--- config.mk ---
export PLATFORM = sky130hd
export DESIGN_NAME = spram_frame_ctrl_flat
export DESIGN_NICKNAME = d
export VERILOG_FILES = /design/src/rtl/spram_frame_ctrl_if.sv /design/src/rtl/spram_frame_ctrl.sv /design/src/flat_wrapper.sv
export SDC_FILE = /design/constraint.sdc
export NUM_CORES = 1
export LEC_CHECK = 0
export CAP_MARGIN = 30
export CORE_MARGIN = 5
export CORE_UTILIZATION = 30
export CTS_CLUSTER_DIAMETER = 120
export DETAILED_ROUTE_END_ITERATION = 10
export DONT_BUFFER_PORTS = 1
export PLACE_DENSITY = 0.48
export SETUP_SLACK_MARGIN = 0.4
export SLEW_MARGIN = 5
export SYNTH_ARGS = -nofsm -noshare
export SYNTH_HDL_FRONTEND = slang
export SYNTH_SLANG_ARGS = --single-unit
--- constraint.sdc ---
create_clock -name clka -period 2.2 [get_ports clka]
set_clock_uncertainty 0.1 [all_clocks]
set_input_delay 0.22 -clock clka [delete_from_list [all_inputs] [get_ports clka]]
set_output_delay 0.22 -clock clka [all_outputs]
set_load 0.1 [all_outputs]
--- src/rtl/spram_frame_ctrl_if.sv ---
// Port bundle for spram_frame_ctrl: input stream, output stream and RAM port.
// master = controller side; slave = source, sink and RAM side.
interface spram_frame_ctrl_if #(
  parameter int DW = 8,
  parameter int AW = 8
);
  logic          s_valid;
  logic          s_ready;
  logic [DW-1:0] s_data;
  logic          s_last;
  logic          m_valid;
  logic          m_ready;
  logic [DW-1:0] m_data;
  logic          m_last;
  logic          ram_wea;
  logic [AW-1:0] ram_addra;
  logic [DW-1:0] ram_dina;
  logic [DW-1:0] ram_douta;

  modport master (
    input  s_valid, s_data, s_last, m_ready, ram_douta,
    output s_ready, m_valid, m_data, m_last, ram_wea, ram_addra, ram_dina
  );

  modport slave (
    output s_valid, s_data, s_last, m_ready, ram_douta,
    input  s_ready, m_valid, m_data, m_last, ram_wea, ram_addra, ram_dina
  );
endinterface

--- src/rtl/spram_frame_ctrl.sv ---
// Single-frame fill/drain controller in front of a registered-address single-port RAM.
// Optional sticky truncation flag: define SPRAM_FRAME_TRUNC_FLAG_EN.
//
// state | meaning
// FILL  | accepting input words, writing RAM at wr_ptr
// PRIME | one-cycle gap loading RAM address 0 for the read latency
// DRAIN | presenting RAM output downstream, rd_ptr tracks the visible word
module spram_frame_ctrl #(
  parameter int DW = 8,
  parameter int AW = 8
) (
  input  logic               clka,
  input  logic               rsta,
  spram_frame_ctrl_if.master bus,
  output logic               trunc
);
  localparam logic [1:0]    FILL    = 2'd0;
  localparam logic [1:0]    PRIME   = 2'd1;
  localparam logic [1:0]    DRAIN   = 2'd2;
  localparam logic [AW-1:0] PTR_MAX = {AW{1'b1}};

  logic [1:0]    state_q, state_d;
  logic [AW-1:0] wr_ptr_q, wr_ptr_d;
  logic [AW-1:0] rd_ptr_q, rd_ptr_d;
  logic [AW-1:0] last_idx_q, last_idx_d;
  logic [AW-1:0] addr_d;
  logic          fill_hs, frame_end, drain_hs, is_last;

  assign fill_hs   = (state_q == FILL) && bus.s_valid && !rsta;
  assign frame_end = fill_hs && (bus.s_last || (wr_ptr_q == PTR_MAX));
  assign drain_hs  = (state_q == DRAIN) && bus.m_ready && !rsta;
  assign is_last   = (rd_ptr_q == last_idx_q);

  assign bus.s_ready   = (state_q == FILL) && !rsta;
  assign bus.m_valid   = (state_q == DRAIN) && !rsta;
  assign bus.m_last    = bus.m_valid && is_last;
  assign bus.m_data    = bus.ram_douta;
  assign bus.ram_dina  = bus.s_data;
  assign bus.ram_wea   = fill_hs;
  assign bus.ram_addra = addr_d;

  always_comb begin
    state_d    = state_q;
    wr_ptr_d   = wr_ptr_q;
    rd_ptr_d   = rd_ptr_q;
    last_idx_d = last_idx_q;
    addr_d     = '0;
    case (state_q)
      FILL: begin
        addr_d = wr_ptr_q;
        if (fill_hs) begin
          wr_ptr_d = wr_ptr_q + 1'b1;
          if (frame_end) begin
            last_idx_d = wr_ptr_q;
            wr_ptr_d   = '0;
            state_d    = PRIME;
          end
        end
      end
      PRIME: begin
        rd_ptr_d = '0;
        state_d  = DRAIN;
      end
      DRAIN: begin
        // Look one word ahead only when the current word is consumed, so a stall holds ram_douta.
        addr_d = drain_hs ? rd_ptr_q + 1'b1 : rd_ptr_q;
        if (drain_hs) begin
          rd_ptr_d = rd_ptr_q + 1'b1;
          if (is_last) begin
            rd_ptr_d = '0;
            state_d  = FILL;
          end
        end
      end
      default: state_d = FILL;
    endcase
    if (rsta) addr_d = '0;
  end

  always_ff @(posedge clka) begin
    if (rsta) begin
      state_q    <= FILL;
      wr_ptr_q   <= '0;
      rd_ptr_q   <= '0;
      last_idx_q <= '0;
    end else begin
      state_q    <= state_d;
      wr_ptr_q   <= wr_ptr_d;
      rd_ptr_q   <= rd_ptr_d;
      last_idx_q <= last_idx_d;
    end
  end

`ifdef SPRAM_FRAME_TRUNC_FLAG_EN
  logic trunc_q, trunc_d;

  assign trunc_d = trunc_q | (frame_end && !bus.s_last);

  always_ff @(posedge clka) begin
    if (rsta) trunc_q <= 1'b0;
    else      trunc_q <= trunc_d;
  end

  assign trunc = trunc_q;
`else
  assign trunc = 1'b0;
`endif

endmodule

--- src/flat_wrapper.sv ---
// flat-port wrapper written by rule: the top's interface ports become plain ports
module spram_frame_ctrl_flat 
#(
  parameter int DW = 8,
  parameter int AW = 8
)
  (clka, rsta, trunc, bus_s_valid, bus_s_data, bus_s_last, bus_m_ready, bus_ram_douta, bus_s_ready, bus_m_valid, bus_m_data, bus_m_last, bus_ram_wea, bus_ram_addra, bus_ram_dina);
  spram_frame_ctrl_if #(.DW(DW), .AW(AW)) bus_i ();
  input  logic clka;
  input  logic rsta;
  output logic trunc;
  input wire logic [$bits(bus_i.s_valid)-1:0] bus_s_valid;
  input wire logic [$bits(bus_i.s_data)-1:0] bus_s_data;
  input wire logic [$bits(bus_i.s_last)-1:0] bus_s_last;
  input wire logic [$bits(bus_i.m_ready)-1:0] bus_m_ready;
  input wire logic [$bits(bus_i.ram_douta)-1:0] bus_ram_douta;
  output wire logic [$bits(bus_i.s_ready)-1:0] bus_s_ready;
  output wire logic [$bits(bus_i.m_valid)-1:0] bus_m_valid;
  output wire logic [$bits(bus_i.m_data)-1:0] bus_m_data;
  output wire logic [$bits(bus_i.m_last)-1:0] bus_m_last;
  output wire logic [$bits(bus_i.ram_wea)-1:0] bus_ram_wea;
  output wire logic [$bits(bus_i.ram_addra)-1:0] bus_ram_addra;
  output wire logic [$bits(bus_i.ram_dina)-1:0] bus_ram_dina;
  assign bus_i.s_valid = bus_s_valid;
  assign bus_i.s_data = bus_s_data;
  assign bus_i.s_last = bus_s_last;
  assign bus_i.m_ready = bus_m_ready;
  assign bus_i.ram_douta = bus_ram_douta;
  assign bus_s_ready = bus_i.s_ready;
  assign bus_m_valid = bus_i.m_valid;
  assign bus_m_data = bus_i.m_data;
  assign bus_m_last = bus_i.m_last;
  assign bus_ram_wea = bus_i.ram_wea;
  assign bus_ram_addra = bus_i.ram_addra;
  assign bus_ram_dina = bus_i.ram_dina;
  spram_frame_ctrl #(.DW(DW), .AW(AW)) u_core (.clka(clka), .rsta(rsta), .bus(bus_i), .trunc(trunc));
endmodule
* Yosys cells after proc, flatten, opt, wreduce, memory -nomap -nowiden
Cells that the tools add are included.
** Storage, ports and cells
- Register bits :: 26
- Logic and storage cells :: 42
- Input bits :: 21
** Operators by class
- Add/sub/neg operators :: 2
- Mux-type cells :: 12
- Equality and inequality tests :: 8
- Reduce and logical (&&, ||, !) cells :: 16
** Operator list (number)
- $mux 8 :: 5
- $pmux 8 s2 :: 2
- $add 8x1->8 const B :: 2
- $eq 8x8->1 :: 1
- $eq 8x8->1 const B :: 1
- $logic_and 1x1->1 :: 8
- $mux 2 :: 4
- $ne 2x1->1 const B :: 4
- $pmux 2 s3 :: 1
- $reduce_and 2->1 :: 2
- $reduce_and 4->1 :: 1
- $reduce_and 3->1 :: 1
- $eq 2x1->1 const B :: 1
- $eq 2x2->1 const B :: 1
- $logic_not 2->1 :: 1
- $reduce_bool 2->1 :: 1
- $logic_not 1->1 :: 1
- $logic_or 1x1->1 :: 1

* Depth between registers and ports, before layout
Gate-level depths: netlist of the first run.
- Depth in word-level cells :: 7
- Depth in mapped cells :: 6
- Depth with buffers taken out :: 5

* Worst setup path before layout of the first run
OpenSTA, ideal clock, no wires.
- Path kind :: reg2out
- Start :: reg u_core.rd_ptr_q[4]
- End :: out bus_m_last
- Cell stages (with the launch flop) :: 5
- Setup slack :: -1.936 ns
- Required time :: 1.880 ns
- Arrival :: 3.816 ns
- Cell sequence :: dfxtp_1 clkbuf_1 xnor2_1 nand4_1 nor4_1
** On the way
- Longest elaborated chain between the ends :: 2
** Ends and longest elaborated chain
- from (decl) :: line spram_frame_ctrl.sv:24 : logic [AW-1:0] rd_ptr_q, rd_ptr_d;
- from (signal assigned) :: line spram_frame_ctrl.sv:89 : rd_ptr_q <= rd_ptr_d;
- $eq 8x8->1 :: line spram_frame_ctrl.sv:32 : assign is_last = (rd_ptr_q == last_idx_q);
- $logic_and 1x1->1 :: line spram_frame_ctrl.sv:36 : assign bus.m_last = bus.m_valid && is_last;
- to (decl) :: line flat_wrapper.sv:20 : output wire logic [$bits(bus_i.m_last)-1:0] bus_m_last;
Every way passes these cells.

* Worst setup path after layout of the first run
- Start :: reg u_core.rd_ptr_q[0]
- End :: out bus_ram_addra[4]
** On the way
- Longest elaborated chain between the ends :: 4
** Ends and longest elaborated chain
- $add 8x1->8 :: line spram_frame_ctrl.sv:66 : addr_d = drain_hs ? rd_ptr_q + 1'b1 : rd_ptr_q;
- $mux 8 :: line spram_frame_ctrl.sv:66
- $pmux 8 s2 :: line spram_frame_ctrl.sv:48 : case (state_q)
- $mux 8 :: line spram_frame_ctrl.sv:77 : if (rsta) addr_d = '0;
- to (decl) :: line flat_wrapper.sv:22 : output wire logic [$bits(bus_i.ram_addra)-1:0] bus_ram_addra;
Every way passes these cells.

==> results of run 1 <==
## timing repair
action                                  in CTS  in global routing
gates cloned                                 2                  0
gates resized for setup                     31                 25
endpoints found under the setup margin      36                 32
setup buffers                               18                  4
pin swaps                                   18                 20
endpoints found under the hold margin        9                  0
hold buffers                                 1                  0
## flip-flops by register name (all words and copies together), names as in the netlist
| signal | count |
|---|---|
| u_core.last_idx_q | 8 |
| u_core.rd_ptr_q | 8 |
| u_core.wr_ptr_q | 8 |
| u_core.state_q | 2 |
## final cells by class
type / instances / area [um^2] / area share (%)
multi-input combinational: 146 / 1350 / 52.4
sequential: 26 / 544 / 21.1
clock buffer: 4 / 66.3 / 2.57
timing repair buffer: 41 / 498 / 19.3
inverter: 6 / 27.5 / 1.07
tap: 72 / 90.1 / 3.50
## per-layer routing
metal | up-vias | routed length [um] | global-route usage, %
met3 | 4 | 193 | 2.52
met4 | 0 | 55 | 5.90
met5 | - | 0 | 0
met2 | 38 | 2290 | 21.2
li1 | 725 | - | -
met1 | 738 | 2220 | 18.1
## cells by family (layout without fill, tap and decap cells)
group	after synthesis	count (layout)
multiplexers	9	9
XOR/XNOR	20	20
adder cells (fa/ha/maj)	2	2
other	1	1
flip-flops	26	26
AND/OR/NAND/NOR	77	79
buffers and inverters	35	51
AO/OA/AOI/OAI	35	35
## per-stage QoR
step | instances | setup slack, ns
final | 295 | 0.167
after global routing | 295 | 0.110
after CTS | 291 | 0.0918
after detailed placement | 266 | 0.240
after global placement | 266 | 0.278
after floorplan | 205 | -0.0557
## placed cells by master, fill, tap and decap left out, types with 2 or more instances in the layout
master / n
inv_2: 2
nor2_1: 7
nor2_4: 4
nor3_4: 3
inv_1: 3
dfxtp_2: 7
or3_4: 2
mux2_4: 3
nor2_2: 2
xor2_1: 2
nor4_4: 2
buf_4: 18
nand2b_1: 3
nor4_1: 2
o21ai_0: 13
nand3_4: 2
or2_4: 2
a21oi_1: 2
buf_6: 10
a211oi_4: 3
dfxtp_1: 15
and3_1: 3
dfxtp_4: 4
xnor2_2: 6
a311oi_4: 2
mux2_2: 5
clkbuf_8: 3
nor3_1: 5
o211ai_1: 6
a21oi_4: 2
nand4_1: 4
nor2b_1: 9
nand2_1: 15
xnor2_1: 10
nor3_2: 7
buf_12: 12
## power by group through the flow
| stage | logic (mW) | clock network (mW) | registers [mW] |
|---|---|---|---|
| floorplan | 0.279 | 0 | 0.487 |
| global placement | 0.165 | 0 | 0.488 |
| detailed placement | 0.166 | 0 | 0.489 |
| CTS | 0.190 | 0.362 | 0.477 |
| global route | 0.217 | 0.381 | 0.479 |
| finish | 0.206 | 0.356 | 0.478 |
## final timing paths
path,startpoint,end,slack (ns)
worst max-delay path,u_core.rd_ptr_q[0],bus_ram_addra[4],0.17
worst min-delay path,rsta,u_core.last_idx_q[7],0.10
worst max register to register,u_core.rd_ptr_q[0],u_core.rd_ptr_q[3],0.26
worst min register to register,u_core.rd_ptr_q[0],u_core.rd_ptr_q[0],0.40
## worst max-delay path, delay by kind of cell, from the launching register on
kind / cells / cell delay (ns)
AOI/OAI and AO/OA: 1 / 0.25
adders and majority gates: 1 / 0.15
DFF: 1 / 0.39
and+or+nand+nor: 2 / 0.44
buffers and inverters: 1 / 0.21
==> impl_metrics.yaml, run 1 <==
cts:
  cts_buffers: 3
  cts_tree: "done"
  clk_pin_slew_worst_paths_ns: 0.10
  h-tree-depth: 1
  clock_path_buffers: 2
  root_buffer: "clkbuf_8"
  clock_sinks: 26
  clock_latency_ns: 0.27
synth:
  yosysSeqAreaShare_pct: 31.0
  synth-simple-area-share_pct: 25.3
  synth_top_family_by_area: "simple AND/OR/NAND/NOR gates"
  synth_area_per_cell_um2: 8.20
  synth-seq-cells: 26
  synth_edf_count: 0
  syn_nets: 228
  synth_async_sr_flop_share_pct: 0
  synth_cell_types: 43
  synth_compound_area_share_pct: 12.9
  yosysMostFrequentCell: "dfxtp_1"
  synthesis.instances: 205
  yosys_most_used_dff: "dfxtp_1"
  synth_area_leaders: "dfxtp_1, xnor2_1, buf_4"
  synth_common_cells: "dfxtp_1, buf_4, nand2_1, xnor2_1, nor3_1"
  synth_warnings: 0
  synthesis.area_mm2: 0.00168
  synth_mux_area_share_pct: 6.18
  synthAdderAreaFrac_pct: 1.49
  yosys.area.top_type: "dfxtp_1"
  synth-xor-area-share_pct: 10.4
  synth.top_cell.area_share_pct: 31.0
timing:
  fmax_ghz: 0.492
  hold_viol_final: 0
  finalMaxSlewViolations: 0
  slew_headroom_pct: 59.3
  setup_violations: 0
  whs_ns: 0.102
  rsz0062_at_grt: "yes"
  setup_tns_ns: 0
  tightestPinTransition_ns: 0.609
  layout_worst_path_cycle_share_pct: 92.4
  fin_crit_ns: 2.03
pwr:
  power_density_mw_per_mm2: 403
  pwr-share-clk_pct: 34.3
  power_switching_mw: 0.296
  finalPower_mw: 1.04
  vdd_ir_drop_max_mv: 0.201
  p_int_mw: 0.744
  p_leak_nw: 0.856
  seqPwrFrac_pct: 45.9
  combPwrFrac_pct: 19.8
  power_switching_share_pct: 28.5
critical_path:
  critPathKind: "register to output pin"
  start_kind: "register"
  max_stage_delay_ns: 0.39
  critPathMaxFanout: 5
  reg2reg_depth: 9
  cp_cell_sequence: "ha_4, nand3_4, or3_4, a311oi_4, buf_12"
  cp_data_required_time_ns: 1.88
  worst_ep_arrival_time_ns: 1.71
  end_kind: "output pin"
  slowest_stage: "dfxtp_4"
global_route:
  grt_max_degree: 21
  grt_usage_pct: 13.5
  overflow: 0
  grt_pass1_vias: 1508
  grt_antenna_before_repair: 0
  grt_first_pass_wirelength_mm: 7.84
placed_design:
  io_buffers: 0
  finalWeightedCongestion: 0.805
  dpl-instance-area_mm2: 0.00208
  place.detailed.hpwl_mm: 3.04
die:
  ios: 50
  die-area_mm2: 0.00720
  floorplan.initialDensity_pct: 30.7
  coreArea_mm2: 0.00547
  fp-row-count: 27
  die_y_um: 84.9
  fp.dieW_um: 84.9
worst_hold_path:
  hold_class: "primary input to register"
  worstHoldPathCells: 2
detailed_routing:
  wire_per_inst_um: 16.1
  finalWirelength_mm: 4.76
  drc: 0
  vias_per_cell: 5.10
  vias: 1505
  dr.first_iter.drc_count: 78
  drtAntennaViolNets: 0
  dr.pass1.iters: 4
finish:
  fillers: 521
  drive_gt1_share_pct: 51.6
  syn2layout_area_growth_pct: 53.3
  nNetsFinal: 247
  diodes: 0
  final_cell_area_mm2: 0.00258
  utilization_pct: 47.1
run:
  maxCapViolCount: 0
run_status:
  outcome: "complete, no violations"
Power figures use the tool's default switching activity.
==> inputs of run 2 (changes only) <==
- clock period: 2.2 -> 2.6 ns (I/O delays scaled with it)
==> run 2 against run 1 <==
Utilization shrank 8.2 points. Combinational power decreased by 35%. Register-to-register slack improved by 0.34 ns. Sequential share of layout area rose by 3.9 points. Largest cell class unchanged. Non-clock buffer count down 17. First-iteration DRC count shrank 12%. Global-route usage shrank 2.2 points. Sequential cell count unchanged. Critical path type unchanged. Setup slack better by 0.25 ns.
==> impl_metrics.yaml, run 2 (synthesis results as in run 1) <==
critical_path:
  cp.depth: 5
  critPathBufInv: 1
  reg2reg_depth: 3
  slowest_stage: "dfxtp_4"
  critPathMaxFanout: 5
  cp_data_required_time_ns: 2.24
  worst_ep_arrival_time_ns: 1.83
  start_kind: "register"
  reg2reg_slack_ns: 0.60
  cp_top_family: "simple AND/OR/NAND/NOR gates"
  setup.worst_path.end: "bus_ram_addra[4]"
  worstReg2RegStart: "u_core.state_q[0]"
  r2r_end: "u_core.last_idx_q[1]"
  end_kind: "output pin"
  crit_start: "u_core.rd_ptr_q[1]"
  max_stage_delay_ns: 0.39
  critPathKind: "register to output pin"
  cp_cell_sequence: "ha_4, nand3_4, or3_4, a311oi_4, buf_12"
run:
  maxCapViolCount: 0
cts:
  h-tree-depth: 1
  cts_buffers: 3
  clk_pin_slew_worst_paths_ns: 0.10
  clock_latency_ns: 0.27
  cts_tree: "done"
  clock_sinks: 26
  clock_path_buffers: 2
  root_buffer: "clkbuf_8"
detailed_routing:
  dr.first_iter.drc_count: 69
  drtAntennaViolNets: 0
  finalWirelength_mm: 3.96
  wire_per_inst_um: 14.3
  dr.pass1.iters: 4
  drc: 0
  vias_per_cell: 4.83
  vias: 1333
finish:
  fillers: 564
  drive_gt1_share_pct: 31.4
  diodes: 0
  layout_common_cells: "dfxtp_1, nand2_1, xnor2_1"
  nNetsFinal: 228
  final_cell_area_mm2: 0.00213
  layout_commonest_cell: "dfxtp_1"
  syn2layout_area_growth_pct: 26.6
  top_regs: "u_core.last_idx_q x8, u_core.rd_ptr_q x8, u_core.wr_ptr_q x8"
pwr:
  power_density_mw_per_mm2: 393
  vdd_ir_drop_max_mv: 0.217
  p_leak_nw: 0.668
die:
  die_y_um: 84.9
  fp-row-count: 27
  ios: 50
  coreArea_mm2: 0.00547
  floorplan.initialDensity_pct: 30.7
  die-area_mm2: 0.00720
  fp.dieW_um: 84.9
global_route:
  grt_max_degree: 21
  grt_usage_pct: 11.3
  grt_pass1_vias: 1312
  grt_first_pass_wirelength_mm: 6.62
  overflow: 0
  grt_antenna_before_repair: 0
timing:
  rsz0062_at_grt: "yes"
  setup_violations: 0
  finalMaxSlewViolations: 0
  setup_tns_ns: 0
  fin_crit_ns: 2.19
  fmax_ghz: 0.457
  hold_viol_final: 0
  layout_worst_path_cycle_share_pct: 84.1
placed_design:
  dpl-instance-area_mm2: 0.00197
  place.detailed.hpwl_mm: 2.80
  io_buffers: 0
  finalWeightedCongestion: 0.800
worst_hold_path:
  hold_class: "primary input to register"
run_status:
  outcome: "complete, no violations"
-- run 2: changes by cell type in the layout (fill, tap and decap cells not counted), moves of 5 or more --
| cell | change |
|---|---|
| buf_6 | -9 |
| nor3_1 | +8 |
| xnor2_1 | +7 |
| dfxtp_1 | +6 |
| xnor2_2 | -6 |
| nor3_2 | -5 |
-- run 2: area by class of cell --
| class | count | area (um^2) | share of cell area (%) |
|---|---|---|---|
| repair buffers | 24 | 287 | 13.5 |
| clock buffers | 4 | 66.3 | 3.11 |
| well taps | 72 | 90.1 | 4.23 |
| multi-input cells | 144 | 1130 | 53.2 |
| flip-flops and latches | 26 | 532 | 25.0 |
| inverters | 6 | 22.5 | 1.06 |
-- run 2: where the power goes --
part	total [mW]	switching [mW]	internal, mW
Clock	0.299	0.132	0.167
Sequential	0.404	0.00437	0.399
Combinational	0.134	0.0970	0.0373
-- run 2: per-layer routing --
layer / routed length [um] / up-vias / GRT usage [%]
met2: 1780 / 19 / 18.0
met4: 34 / 0 / 3.45
met5: 0 / - / 0
met1: 2020 / 621 / 16.0
li1: - / 691 / -
met3: 121 / 2 / 1.26
-- run 2: worst min-delay path by stage --
stage | slack (ns) | from | to | cells after the start
after global placement | 0.23 | rsta | u_core.wr_ptr_q[7] | 1
after floorplan | 0.40 | u_core.state_q[0] | u_core.state_q[1] | 2
after CTS | 0.13 | rsta | u_core.last_idx_q[2] | 2
after detailed placement | 0.23 | rsta | u_core.wr_ptr_q[7] | 1
after global routing | 0.14 | rsta | u_core.last_idx_q[7] | 2
final | 0.14 | rsta | u_core.last_idx_q[2] | 2
-- run 2: metrics by stage --
step                utilization, %  hold WS, ns  instances  total power, mW  worst slack [ns]
finish                        38.9        0.138        276            0.837             0.413
detailed placement            36.1        0.234        265            0.542             0.498
global route                  38.9        0.142        276            0.871             0.376
CTS                           38.3        0.131        273            0.848             0.403
global placement              36.1        0.234        265            0.542             0.539
floorplan                        -        0.397        205            0.633             0.101
-- run 2: what timing repair did --
item / in CTS / in global routing
endpoints found under the setup margin: 4 / 3
endpoints found under the hold margin: 9 / 0
pin swaps: 0 / 1
gates resized for setup: 4 / 3
buffers inserted: 3 / 3
cloned: 0 / 0
hold buffers: 1 / 0
==> inputs of run 3 (changes only) <==
- clock period: 2.6 -> 2.3 ns (I/O delays scaled with it)
==> run 3 against run 2 <==
Clock-buffer cell count is the same. Hold slack lost 0.031 ns. Die area is the same. Combinational power grew 41%. Sequential cell count is the same. Sequential power grew 12%. Largest cell class unchanged. Critical path depth is the same. Register-to-register slack lost 0.17 ns. Cell count grew 8.3%. Critical endpoint unchanged. Routed wire length grew 16%. Via count grew 11%.
==> impl_metrics.yaml, run 3 (synthesis results as in run 1) <==
die:
  coreArea_mm2: 0.00547
  fp-row-count: 27
  ios: 50
  floorplan.initialDensity_pct: 30.7
  fp.dieW_um: 84.9
  die_y_um: 84.9
  die-area_mm2: 0.00720
critical_path:
  r2r_end: "u_core.wr_ptr_q[7]"
  cp_data_required_time_ns: 1.97
  end_kind: "output pin"
  cp_top_family: "simple AND/OR/NAND/NOR gates"
  max_stage_delay_ns: 0.40
  start_kind: "register"
  slowest_stage: "dfxtp_4"
  cp_cell_sequence: "ha_4, nand3_4, or3_4, a311oi_4, buf_12"
  reg2reg_depth: 6
  worst_ep_arrival_time_ns: 1.73
  reg2reg_slack_ns: 0.43
  critPathMaxFanout: 4
  critPathKind: "register to output pin"
  worstReg2RegStart: "u_core.state_q[1]"
  critPathBufInv: 1
timing:
  layout_worst_path_cycle_share_pct: 89.5
  setup_tns_ns: 0
  fmax_ghz: 0.486
  hold_viol_final: 0
  slew_headroom_pct: 57.4
  setup_slack_ns: 0.242
  setup_violations: 0
  whs_ns: 0.107
  finalMaxSlewViolations: 0
  fin_crit_ns: 2.06
  rsz0062_at_grt: "yes"
  tightestPinTransition_ns: 0.639
finish:
  drive_gt1_share_pct: 49.3
  utilization_pct: 46.3
  top_regs: "u_core.last_idx_q x8, u_core.rd_ptr_q x8, u_core.wr_ptr_q x8"
  nNetsFinal: 251
  final_cell_area_mm2: 0.00253
  multiInputGateArea_mm2: 0.00128
  layout_commonest_cell: "buf_4"
  fillers: 524
  layout_common_cells: "buf_4, nand2_1, dfxtp_1"
  diodes: 0
  syn2layout_area_growth_pct: 50.7
  seq_area_um2: 554
cts:
  cts_tree: "done"
  root_buffer: "clkbuf_8"
  clock_path_buffers: 2
  clock_latency_ns: 0.27
  h-tree-depth: 1
  cts_buffers: 3
  clock_sinks: 26
  clk_pin_slew_worst_paths_ns: 0.10
run_status:
  outcome: "complete, no violations"
placed_design:
  place.detailed.hpwl_mm: 3.02
  dp_slack_ns: 0.368
  finalWeightedCongestion: 0.768
  io_buffers: 0
  dpl-instance-area_mm2: 0.00210
detailed_routing:
  vias_per_cell: 4.93
  dr.first_iter.drc_count: 130
  drc: 0
  vias: 1473
  dr.pass1.iters: 4
  drtAntennaViolNets: 0
  finalWirelength_mm: 4.61
  wire_per_inst_um: 15.4
global_route:
  grt_pass1_vias: 1409
  overflow: 0
  grt_max_degree: 16
  grt_antenna_before_repair: 0
  grt_usage_pct: 12.5
  grt_first_pass_wirelength_mm: 7.20
pwr:
  p_int_mw: 0.700
  p_leak_nw: 0.835
  vdd_ir_drop_max_mv: 0.233
  power_density_mw_per_mm2: 388
  pwr-share-clk_pct: 34.9
  combPwrFrac_pct: 19.3
  seqPwrFrac_pct: 45.9
  power_switching_share_pct: 28.7
  power_switching_mw: 0.282
worst_hold_path:
  hold_class: "primary input to register"
  hold_start: "rsta"
  holdPathEnd: "u_core.last_idx_q[3]"
  worstHoldPathCells: 2
run:
  maxCapViolCount: 0
==> run 3: cell types whose count changed in the layout (fill, tap and decap cells not counted), sizes merged <==
cell / delta
nor2: +1
buf: +22
clkinvlp: +1
inv: -1
==> run 3: final cells by class <==
class                           instances  area share, %
Timing Repair Buffer                   46           19.9
Inverter                                6           1.33
Tap cell                               72           3.56
Clock buffer                            4           2.62
Multi-Input combinational cell        145           50.7
Sequential cell                        26           21.9
==> run 3: power by group through the flow <==
stage | sequential [mW] | clock [mW] | combinational, mW
after floorplan | 0.466 | 0 | 0.265
after global placement | 0.468 | 0 | 0.162
after detailed placement | 0.468 | 0 | 0.162
after CTS | 0.453 | 0.356 | 0.173
after global routing | 0.452 | 0.374 | 0.197
final | 0.451 | 0.342 | 0.189
==> run 3: repair_timing <==
| action | in CTS | in global routing |
|---|---|---|
| hold endpoints to repair | 9 | 0 |
| endpoints found under the setup margin | 9 | 25 |
| hold buffers | 1 | 0 |
| gates cloned | 0 | 1 |
| pin swaps | 10 | 11 |
| buffers inserted | 12 | 9 |
| resized for setup | 24 | 21 |
==> run 3: worst max path at each step <==
| stage | startpoint | endpoint | slack (ns) | cells past startpoint |
|---|---|---|---|---|
| floorplan | u_core.rd_ptr_q[5] | bus_m_last | 0.03 | 4 |
| global placement | u_core.rd_ptr_q[2] | bus_ram_addra[3] | 0.40 | 4 |
| detailed placement | u_core.rd_ptr_q[2] | bus_ram_addra[3] | 0.37 | 4 |
| CTS | u_core.rd_ptr_q[1] | bus_ram_addra[4] | 0.25 | 5 |
| global route | u_core.rd_ptr_q[2] | bus_m_last | 0.19 | 6 |
| finish | u_core.rd_ptr_q[1] | bus_ram_addra[4] | 0.24 | 5 |
==> run 3: per-layer routing <==
metal	wire [um]	part of all wire (%)	GRT usage, %	vias up
met3	236	5.1	2.33	12
met2	2260	49	19.5	40
met5	0	0	0	-
met1	2020	44	16.8	680
li1	-	-	-	741
met4	95	2.1	5.18	0
==> run 3: stage by stage <==
step,std cells,total power [mW]
6_report,299,0.982
3_5_place_dp,272,0.629
5_1_grt,299,1.02
4_1_cts,289,0.982
3_3_place_gp,272,0.630
2_1_floorplan,205,0.731
==> run 3: worst reg2reg max path: cells and delay by family, from the launching register on <==
kind / cells / cell delay (ns)
DFF: 1 / 0.34
xor gates and xnor gates: 1 / 0.16
buffers and inverters: 2 / 0.30
and+or+nand+nor: 3 / 0.85
